`config.mk`:
```
export PLATFORM = sky130hd
export DESIGN_NAME = pwr_retry_sched
export DESIGN_NICKNAME = d
export VERILOG_FILES = /design/src/rtl/pwr_retry_sched.sv
export SDC_FILE = /design/constraint.sdc
export NUM_CORES = 1
export LEC_CHECK = 0
export CORE_ASPECT_RATIO = 2
export CORE_MARGIN = 1.5
export CORE_UTILIZATION = 30
export DETAILED_ROUTE_END_ITERATION = 8
export GPL_TIMING_DRIVEN = 0
export SLEW_MARGIN = 20
export SYNTH_ARGS = -nofsm -noshare
export SYNTH_HDL_FRONTEND = slang
export SYNTH_SLANG_ARGS = --single-unit
```
`constraint.sdc`:
```
create_clock -name iClk -period 3.4 [get_ports iClk]
set_input_delay 0.68 -clock iClk [delete_from_list [all_inputs] [get_ports iClk]]
set_output_delay 0.68 -clock iClk [all_outputs]
set_load 0.05 [all_outputs]
```
`src/rtl/pwr_retry_sched.sv`:
```
// pwr_retry_sched: supervises the master power sequencer, restarting it on a fault with
// exponential backoff and latching a lockout once the retry budget is spent.
module pwr_retry_sched #(
    parameter int NUM_FLT   = 7,
    parameter int MAX_RETRY = 3,
    parameter int BASE_MS   = 1000,
    parameter int STABLE_MS = 10000,
    parameter int RST_CYC   = 8
) (
    input  logic               iClk,
    input  logic               iRst_n,
    input  logic               iTick_1ms,
    input  logic               iPwr_Req,
    input  logic [NUM_FLT-1:0] iSeq_Flt_N,
    input  logic               iClr_Lockout,
    output logic               oSeq_En,
    output logic               oSeq_Rst_N,
    output logic [3:0]         oRetry_Cnt,
    output logic [NUM_FLT-1:0] oFirst_Flt,
    output logic               oLockout,
    output logic [2:0]         oState
);

    typedef enum logic [2:0] {
        IDLE    = 3'd0,
        RUN     = 3'd1,
        RESTART = 3'd2,
        BACKOFF = 3'd3,
        LOCKOUT = 3'd4
    } state_t;

    localparam int STB_W = $clog2(STABLE_MS + 1);
    localparam int RC_W  = $clog2(RST_CYC + 1);

    state_t             state_r;
    logic               seqEn_r;
    logic               seqRstN_r;
    logic               lockout_r;
    logic [3:0]         retryCnt_r;
    logic [NUM_FLT-1:0] firstFlt_r;
    logic [STB_W-1:0]   stableCnt_r;
    logic [RC_W-1:0]    rstCnt_r;
    logic [15:0]        msCnt_r;

    logic               anyFlt_s;
    logic [3:0]         retryInc_s;
    logic [NUM_FLT-1:0] fltHeld_s;
    logic [NUM_FLT-1:0] fltCapt_s;
    logic [STB_W-1:0]   stableNext_s;
    logic               stableHit_s;
    logic [15:0]        backoffLoad_s;

    // Backoff length in ms for a given retry count, doubling per retry and clamped to 16 bits.
    function automatic logic [15:0] backoffMs(input logic [3:0] cnt);
        logic [47:0] v;
        logic [3:0]  sh;
        if (cnt == 4'd0) begin
            sh = 4'd0;
        end else begin
            sh = cnt - 4'd1;
        end
        v = 48'(BASE_MS) << sh;
        if (v > 48'h0000_0000_FFFF) begin
            return 16'hFFFF;
        end else begin
            return v[15:0];
        end
    endfunction

    // Next-value helpers shared by the state machine.
    always_comb begin
        anyFlt_s = ~&iSeq_Flt_N;
        if (retryCnt_r == 4'hF) begin
            retryInc_s = 4'hF;
        end else begin
            retryInc_s = retryCnt_r + 4'd1;
        end
        // A clear in the same cycle as a new fault makes room for the new capture.
        if (iClr_Lockout) begin
            fltHeld_s = {NUM_FLT{1'b0}};
        end else begin
            fltHeld_s = firstFlt_r;
        end
        if (fltHeld_s == {NUM_FLT{1'b0}}) begin
            fltCapt_s = ~iSeq_Flt_N;
        end else begin
            fltCapt_s = fltHeld_s;
        end
        stableNext_s  = stableCnt_r + STB_W'(1);
        stableHit_s   = (stableNext_s == STB_W'(STABLE_MS));
        backoffLoad_s = backoffMs(retryCnt_r);
    end

    // Supervisor state machine with all outputs registered.
    always_ff @(posedge iClk or negedge iRst_n) begin
        if (!iRst_n) begin
            state_r     <= IDLE;
            seqEn_r     <= 1'b0;
            seqRstN_r   <= 1'b0;
            lockout_r   <= 1'b0;
            retryCnt_r  <= 4'd0;
            firstFlt_r  <= {NUM_FLT{1'b0}};
            stableCnt_r <= {STB_W{1'b0}};
            rstCnt_r    <= {RC_W{1'b0}};
            msCnt_r     <= 16'd0;
        end else begin
            case (state_r)
                IDLE: begin
                    seqEn_r    <= 1'b0;
                    seqRstN_r  <= 1'b1;
                    firstFlt_r <= fltHeld_s;
                    // Wait for the sequencer reset to deassert before enabling it.
                    if (iPwr_Req && seqRstN_r) begin
                        state_r     <= RUN;
                        seqEn_r     <= 1'b1;
                        stableCnt_r <= {STB_W{1'b0}};
                    end
                end
                RUN: begin
                    if (anyFlt_s) begin
                        state_r    <= RESTART;
                        seqEn_r    <= 1'b0;
                        seqRstN_r  <= 1'b0;
                        rstCnt_r   <= {RC_W{1'b0}};
                        retryCnt_r <= retryInc_s;
                        firstFlt_r <= fltCapt_s;
                    end else begin
                        firstFlt_r <= fltHeld_s;
                        if (iTick_1ms && (stableCnt_r != STB_W'(STABLE_MS))) begin
                            stableCnt_r <= stableNext_s;
                            if (stableHit_s) begin
                                retryCnt_r <= 4'd0;
                            end
                        end
                        if (!iPwr_Req) begin
                            state_r <= IDLE;
                            seqEn_r <= 1'b0;
                        end
                    end
                end
                RESTART: begin
                    firstFlt_r <= fltHeld_s;
                    if (rstCnt_r == RC_W'(RST_CYC - 1)) begin
                        seqRstN_r <= 1'b1;
                        if (retryCnt_r >= 4'(MAX_RETRY)) begin
                            state_r   <= LOCKOUT;
                            lockout_r <= 1'b1;
                        end else begin
                            state_r <= BACKOFF;
                            msCnt_r <= backoffLoad_s;
                        end
                    end else begin
                        rstCnt_r <= rstCnt_r + RC_W'(1);
                    end
                end
                BACKOFF: begin
                    firstFlt_r <= fltHeld_s;
                    if (msCnt_r == 16'd0) begin
                        if (iPwr_Req) begin
                            state_r     <= RUN;
                            seqEn_r     <= 1'b1;
                            stableCnt_r <= {STB_W{1'b0}};
                        end else begin
                            state_r <= IDLE;
                        end
                    end else if (iTick_1ms) begin
                        msCnt_r <= msCnt_r - 16'd1;
                    end
                end
                LOCKOUT: begin
                    if (iClr_Lockout) begin
                        state_r    <= IDLE;
                        lockout_r  <= 1'b0;
                        retryCnt_r <= 4'd0;
                        firstFlt_r <= {NUM_FLT{1'b0}};
                    end
                end
                default: begin
                    state_r   <= IDLE;
                    seqEn_r   <= 1'b0;
                    seqRstN_r <= 1'b1;
                    lockout_r <= 1'b0;
                end
            endcase
        end
    end

    assign oSeq_En    = seqEn_r;
    assign oSeq_Rst_N = seqRstN_r;
    assign oRetry_Cnt = retryCnt_r;
    assign oFirst_Flt = firstFlt_r;
    assign oLockout   = lockout_r;
    assign oState     = state_r;

    pwr_retry_sched_chk uChk (
        .iClk      (iClk),
        .iRst_n    (iRst_n),
        .iSeq_En   (seqEn_r),
        .iSeq_Rst_N(seqRstN_r),
        .iLockout  (lockout_r),
        .iState    (state_r)
    );

endmodule

// pwr_retry_sched_chk: invariants tying the registered outputs to the supervisor state.
module pwr_retry_sched_chk (
    input logic       iClk,
    input logic       iRst_n,
    input logic       iSeq_En,
    input logic       iSeq_Rst_N,
    input logic       iLockout,
    input logic [2:0] iState
);

    aEnOnlyInRun : assert property (@(posedge iClk) disable iff (!iRst_n)
        iSeq_En == (iState == 3'd1));

    aLockoutOnlyInLockout : assert property (@(posedge iClk) disable iff (!iRst_n)
        iLockout == (iState == 3'd4));

    aNoEnDuringReset : assert property (@(posedge iClk) disable iff (!iRst_n)
        !(iSeq_En && !iSeq_Rst_N));

    aLegalState : assert property (@(posedge iClk) disable iff (!iRst_n)
        iState <= 3'd4);

endmodule

```
After elaboration in Yosys (flattened, before gate mapping)
Index checks and enable logic that the tools add are counted.
{"block": "totals", "register_bits": 51, "input_bits": 12, "out_inout_bits": 17, "wordCells": 117}
{"block": "classes", "n_addsub": 5, "n_lt_le_gt_ge": 2, "eq_ne": 24, "shift": 1, "n_mux": 48, "n_bitwise": 4, "reduce_logical": 24}
{"cell": "2-to-1 mux 16 bit", "n": 5}
{"cell": "2-to-1 mux 14 bit", "n": 5}
{"cell": "> comparator 48 x 16 -> 1 bit (second input constant)", "n": 1}
{"cell": "left shift 10 x 4 -> 48 bit (first input constant)", "n": 1}
{"cell": "case mux 14 bit (3 select lines)", "n": 1}
{"cell": "2-to-1 mux 4 bit", "n": 8}
{"cell": "case mux 16 bit (2 select lines)", "n": 1}
{"cell": "inequality test 2 bit (second input constant)", "n": 13}
{"cell": "2-to-1 mux 3 bit", "n": 7}
{"cell": "2-to-1 mux 7 bit", "n": 3}
{"cell": "logical NOT 16 bit", "n": 1}
{"cell": "case mux 4 bit (2 select lines)", "n": 2}
{"cell": "subtractor 16 x 1 -> 16 bit (second input constant)", "n": 1}
{"cell": "case mux 3 bit (5 select lines)", "n": 1}
{"cell": "adder 14 x 1 -> 14 bit (second input constant)", "n": 1}
{"cell": "equality test 14 bit (second input constant)", "n": 1}
{"cell": "inequality test 14 bit (second input constant)", "n": 1}
{"cell": "case mux 7 bit (2 select lines)", "n": 1}
{"cell": "AND reduction 4 bit", "n": 3}
{"cell": "2-to-1 mux 1 bit", "n": 11}
{"cell": "AND reduction 5 bit", "n": 2}
{"cell": "inequality test 3 bit (second input constant)", "n": 3}
{"cell": "adder 4 x 1 -> 4 bit (second input constant)", "n": 2}
{"cell": "nonzero test 2 bit", "n": 4}
{"cell": "22 further kinds", "n": 29}

Longest topological paths before layout
{"block": "logic_depth", "ltp_word": 8, "ltp_mapped": 8, "ltp_nobuf": 7}

Worst setup path after synthesis
No wires, ideal clock.
{"block": "synth_timing", "path_type": "register to register", "start": "register retryCnt_r[0], in the netlist oRetry_Cnt[0]", "end": "register msCnt_r[8]", "setup_ns": 0.122, "arrival_ns": 2.861, "path_slack_ns": 0.417, "stages_incl_launch_ff": 9, "path_buffers": 1, "cell_sequence": "dfrtp_1 clkbuf_1 inv_1 ha_1 or4b_1 a21oi_2 nor2_1 or4_1 a32o_1"}
{"block": "synth_between", "elab_chain_len": 8, "elab_cells_between_ends": 12}
{"element": "start, declared", "line": "39", "source": "logic [3:0] retryCnt_r;"}
{"element": "start signal, assigned", "line": "125", "source": "retryCnt_r <= retryInc_s;"}
{"element": "subtractor 4 x 1 -> 4 bit or logical NOT 4 bit (tied branches)", "line": "60, 57"}
{"element": "2-to-1 mux 4 bit", "line": "57", "source": "if (cnt == 4'd0) begin"}
{"element": "left shift 10 x 4 -> 48 bit", "line": "62", "source": "v = 48'(BASE_MS) << sh;"}
{"element": "> comparator 48 x 16 -> 1 bit", "line": "63", "source": "if (v > 48'h0000_0000_FFFF) begin"}
{"element": "2-to-1 mux 16 bit", "line": "63"}
{"element": "2-to-1 mux 16 bit", "line": "145", "source": "if (retryCnt_r >= 4'(MAX_RETRY)) begin"}
{"element": "2-to-1 mux 16 bit", "line": "143", "source": "if (rstCnt_r == RC_W'(RST_CYC - 1)) begin"}
{"element": "case mux 16 bit (2 select lines)", "line": "107", "source": "case (state_r)"}
{"element": "end signal, assigned", "line": "150", "source": "msCnt_r <= backoffLoad_s;"}
{"element": "end signal, assigned", "line": "167", "source": "msCnt_r <= msCnt_r - 16'd1;"}
{"element": "end, declared", "line": "43", "source": "logic [15:0] msCnt_r;"}
Several ways; a longest one is shown, not always the timed one. The select of a mux whose other input is x is not followed.
A chain may end at the register's enable or synchronous reset.

Worst setup path in the final report
{"block": "layout_timing", "start": "input port iClr_Lockout", "end": "register retryCnt_r[2], in the netlist oRetry_Cnt[2]"}
{"block": "layout_between", "elab_chain_len": 2}
{"element": "start, declared", "line": "15", "source": "input logic iClr_Lockout,"}
{"element": "inequality test 2 bit (no line)"}
{"element": "AND reduction 4 bit (no line)"}
No other way between the ends.

==> flow_summary_export.csv <==
group,metric,value,unit
status,run_status,"finished, final reports clean",
yosys,compound_gate_portion_of_the_synthesized_area,0.334,
power_and_ir_drop,vdd_ir_drop_max,521,uV
clock_tree,h-tree-depth,2,
detailed_routing,routed_wire_length_per_instance,19.2,microns
critical_path,critPathCaptureType,"register",
critical_path,worst-setup-path-type,"primary input to register",
floorplanning,placement_rows,57,
clock_tree,cts-root-to-sink-buffers,2,
yosys,post-synth-top-area-cell,"sky130_fd_sc_hd__dfrtp_1",
floorplanning,die_height,160,microns
grt,globalRouteOverflowTotal,0,
critical_path,cp.buffers_inverters,1,
timing,max_slew.worst_pin.slew,0.834,ns
yosys,ys_top_cells_by_count,"sky130_fd_sc_hd__dfrtp_1, sky130_fd_sc_hd__a21oi_1, sky130_fd_sc_hd__nand2_1",
timing,grt_setup_unrepaired,"false",
detailed_routing,drt_wl_total,12000,microns
clock_tree,hold_buffers,0,
final_layout,sequential_cell_area_in_the_final_layout,0.00128,sq mm
detailed_routing,route.vias.total,3837,
power_and_ir_drop,powerDensity,992,mW/mm^2
final_layout,final_layout_size_suffix_gt1_frac,0.0583,
yosys,main_combinational_cell_family_by_area_after_synthesis,"compound AO/OA/AOI/OAI gates",
power_and_ir_drop,p_leak,1.58,nW
detailed_routing,ant_nets,0,
yosys,count_of_flip_flops_with_a_built_in_enable_after_synthesis,0,
final_layout,post-route-util,0.355,
yosys,post_synth_mux_area_share,0.00304,
place,place.port_buffers,27,
timing,final-setup-viol-count,0,
yosys,synth_seq_cells,51,
detailed_routing,dr.max_layer_used,"met4",
clock_tree,worst_setup_hold_path_clk_slew,0.08,ns
yosys,netlist.area_leader.share,0.345,
run,maxCapViolations,0,
detailed_routing,detailedRoute.firstPassIterationCount,5,
detailed_routing,drt_drc_violations_left,0,
critical_path,setup.worst_path.start_class,"primary input",
yosys,post_synth_xor_area_fraction,0.0118,
yosys,synthDistinctLibCells,77,
yosys,ys_warn_count,0,
detailed_routing,route.met3.wl,397,microns
clock_tree,post-cts-setup-buffer-count,0,
yosys,synth-simple-area-share,0.223,
yosys,post_synth.cell_area_avg,8.32,sq um
floorplanning,io-pin-count,29,
place,dp.cells,619,
grt,antenna_violations_before_repair,0,
clock_tree,cts.sinks,51,
final_layout,total_area_of_multi_input_combinational_cells,0.00223,sq mm
yosys,mappedNetlistNets,465,
detailed_routing,drt_iter0_drc,303,
timing,report.final.hold_viol_count,0,
clock_tree,cts.repair.resized,0,
critical_path,crit_path_cell_chain,"clkdlybuf4s50_1 -> nand3b_1 -> a2111oi_0 -> nand4b_1 -> a2111oi_2 -> a211oi_1",
final_layout,nFillCells,1281,
yosys,yosys.area_share.adder,0.0297,
timing,maxClockFrequency,311,MHz
grt,grt_pass1_vias,3742,
final_layout,fin_nets,499,
timing,report.final.slew_viol_count,0,
critical_path,path_delay_family,"compound AO/OA/AOI/OAI gates",
clock_tree,cts_made_buffers,5,
critical_path,worst_ep_required_time,3.53,ns
timing,timing.final.crit_share,0.944,
timing,fin_crit,3.21,ns
detailed_routing,m1_wl,4310,microns
floorplanning,dieArea,0.0131,sq mm
yosys,synthFlopType,"sky130_fd_sc_hd__dfrtp_1",
floorplanning,coreArea,0.0121,sq mm
final_layout,antenna_cells_inserted,0,
critical_path,critPathMaxStageDelay,0.81,ns
place,routability_congestion_estimate_from_global_placement,0.959,
clock_tree,tritoncts,"built",
final_layout,finish.cell_count_without_fillers,627,
final_layout,area.growth.synth_to_final,16.2,%
yosys,share_of_async_settable_or_async_resettable_flops_after_synthesis,1.00,
clock_tree,clkLatencyLatePin,0.30,ns
detailed_routing,post_drt_via_cell_ratio,6.12,
clock_tree,cts_root_buffer,"sky130_fd_sc_hd__clkbuf_16",
grt,groute.usage.overall,0.192,
timing,timing.max_slew.rel_slack,0.430,
floorplanning,dieWidth,81.5,microns
yosys,netlist_area,0.00370,sq mm
grt,grt_pass1_wl,19200,microns
yosys,yosysMostFrequentCell,"sky130_fd_sc_hd__dfrtp_1",
yosys,synth_seq_area_share,0.345,
critical_path,arrival,3.34,ns
detailed_routing,met2_length,6580,microns
yosys,synthCells,445,
floorplanning,floorplan.initialDensity,0.305,
timing,final.setup_skew,0.00535,ns
place,detailedPlacementHpwl,9090,microns
yosys,synth_top_area_cells,"sky130_fd_sc_hd__dfrtp_1, sky130_fd_sc_hd__a21oi_1, sky130_fd_sc_hd__nand2_1, sky130_fd_sc_hd__a31oi_1, sky130_fd_sc_hd__o21ai_0",
grt,grt_start_max_net_pins,52,
critical_path,worstPathMaxFanout,5,
critical_path,cp_slowest_cell,"sky130_fd_sc_hd__a2111oi_0",
hold_path,min-delay-path-class,"primary input to async pin",
cell families (layout without fill, tap and decap cells):
kind of cell,after synthesis,count (layout)
compound gates,178,178
simple gates,151,151
flops,51,51
buf+inv,50,85
fa+ha+maj,9,9
xor+xnor,5,5
mux,1,1
routing by layer:
metal  track usage  up-vias
li1              -     1790
met1         0.196     1846
met2         0.352      153
met3        0.0189       48
met4         0.121        0
met5             0        -
metrics by stage:
step / setup TNS [ns] / hold WS [ns] / setup slack (ns) / cell area (sq um) / power, mW
final: 0 / 0.399 / 0.189 / 4300 / 4.26
after floorplan: 0 / 0.384 / 0.417 / 3700 / 2.87
after CTS: 0 / 0.443 / 0.266 / 4300 / 4.24
after detailed placement: -0.0870 / 0.490 / -0.0643 / 4150 / 3.69
after global placement: 0 / 0.481 / 0.00743 / 4160 / 3.64
after global routing: 0 / 0.470 / 0.155 / 4300 / 4.50
placed cells by master, fill, tap and decap left out, drive strengths merged, types with 4 or more instances in the layout:
cell type / instances
a41oi: 6
nand2b: 5
o21a: 5
nor2: 25
ha: 8
nor3b: 5
nand2: 37
o21ai: 33
nand3: 16
buf: 7
and2: 7
or3: 6
clkdlybuf4s50: 26
nand3b: 4
nand4: 6
nor4: 7
o41ai: 5
inv: 20
a31oi: 20
dfrtp: 51
a2bb2oi: 6
nor3: 9
clkbuf: 31
a211oi: 8
o31ai: 12
o22ai: 6
and4: 4
a21oi: 38
power by group:
group / total, mW / internal [mW] / switching [mW]
Sequential: 1.06 / 0.823 / 0.233
Combinational: 2.68 / 0.918 / 1.76
Clock: 0.533 / 0.278 / 0.255
worst paths after layout:
path                                              endpoint  cells after the start  slack [ns]                       from
worst min-delay path            stableCnt_r[0]$_DFFE_PN0P_                      1        0.40                     iRst_n
worst max register to register     msCnt_r[14]$_DFFE_PN0P_                      8        0.32  oRetry_Cnt[0]$_DFFE_PN0P_
min in group iClk                      oSeq_En$_DFFE_PN0P_                      1        0.51        oSeq_En$_DFFE_PN0P_
worst min register to register         oSeq_En$_DFFE_PN0P_                      1        0.51        oSeq_En$_DFFE_PN0P_
worst max-delay path             oRetry_Cnt[2]$_DFFE_PN0P_                      6        0.19               iClr_Lockout
max in group asynchronous           msCnt_r[8]$_DFFE_PN0P_                      1        2.51                     iRst_n
flip-flops by register name, indices dropped and copies added, names as in the netlist:
name         flops
oRetry_Cnt       4
oSeq_En          1
rstCnt_r         4
oLockout         1
stableCnt_r     14
oSeq_Rst_N       1
msCnt_r         16
oState           3
oFirst_Flt       7
final cells by class:
| type | count | share of cell area |
|---|---|---|
| Clock inverter | 3 | 0.00524 |
| Multi-Input combinational cell | 344 | 0.518 |
| Timing Repair Buffer | 27 | 0.0623 |
| Clock buffer | 5 | 0.0291 |
| Sequential cell | 51 | 0.297 |
| Tap cell | 147 | 0.0428 |
| Inverter | 18 | 0.0157 |
| Buffer | 32 | 0.0305 |
worst reg2reg max path: stages, from the launching register on:
cell and delay (ns):
sky130_fd_sc_hd__dfrtp_1 0.44, sky130_fd_sc_hd__clkbuf_1 0.37, sky130_fd_sc_hd__inv_1 0.17, sky130_fd_sc_hd__ha_1 0.33, sky130_fd_sc_hd__or4b_1 0.54, sky130_fd_sc_hd__a21oi_2 0.21, sky130_fd_sc_hd__o21ai_1 0.28, sky130_fd_sc_hd__a211o_1 0.38
sky130_fd_sc_hd__a32o_1 0.26
No activity file was read; power rests on OpenSTA's default activity.
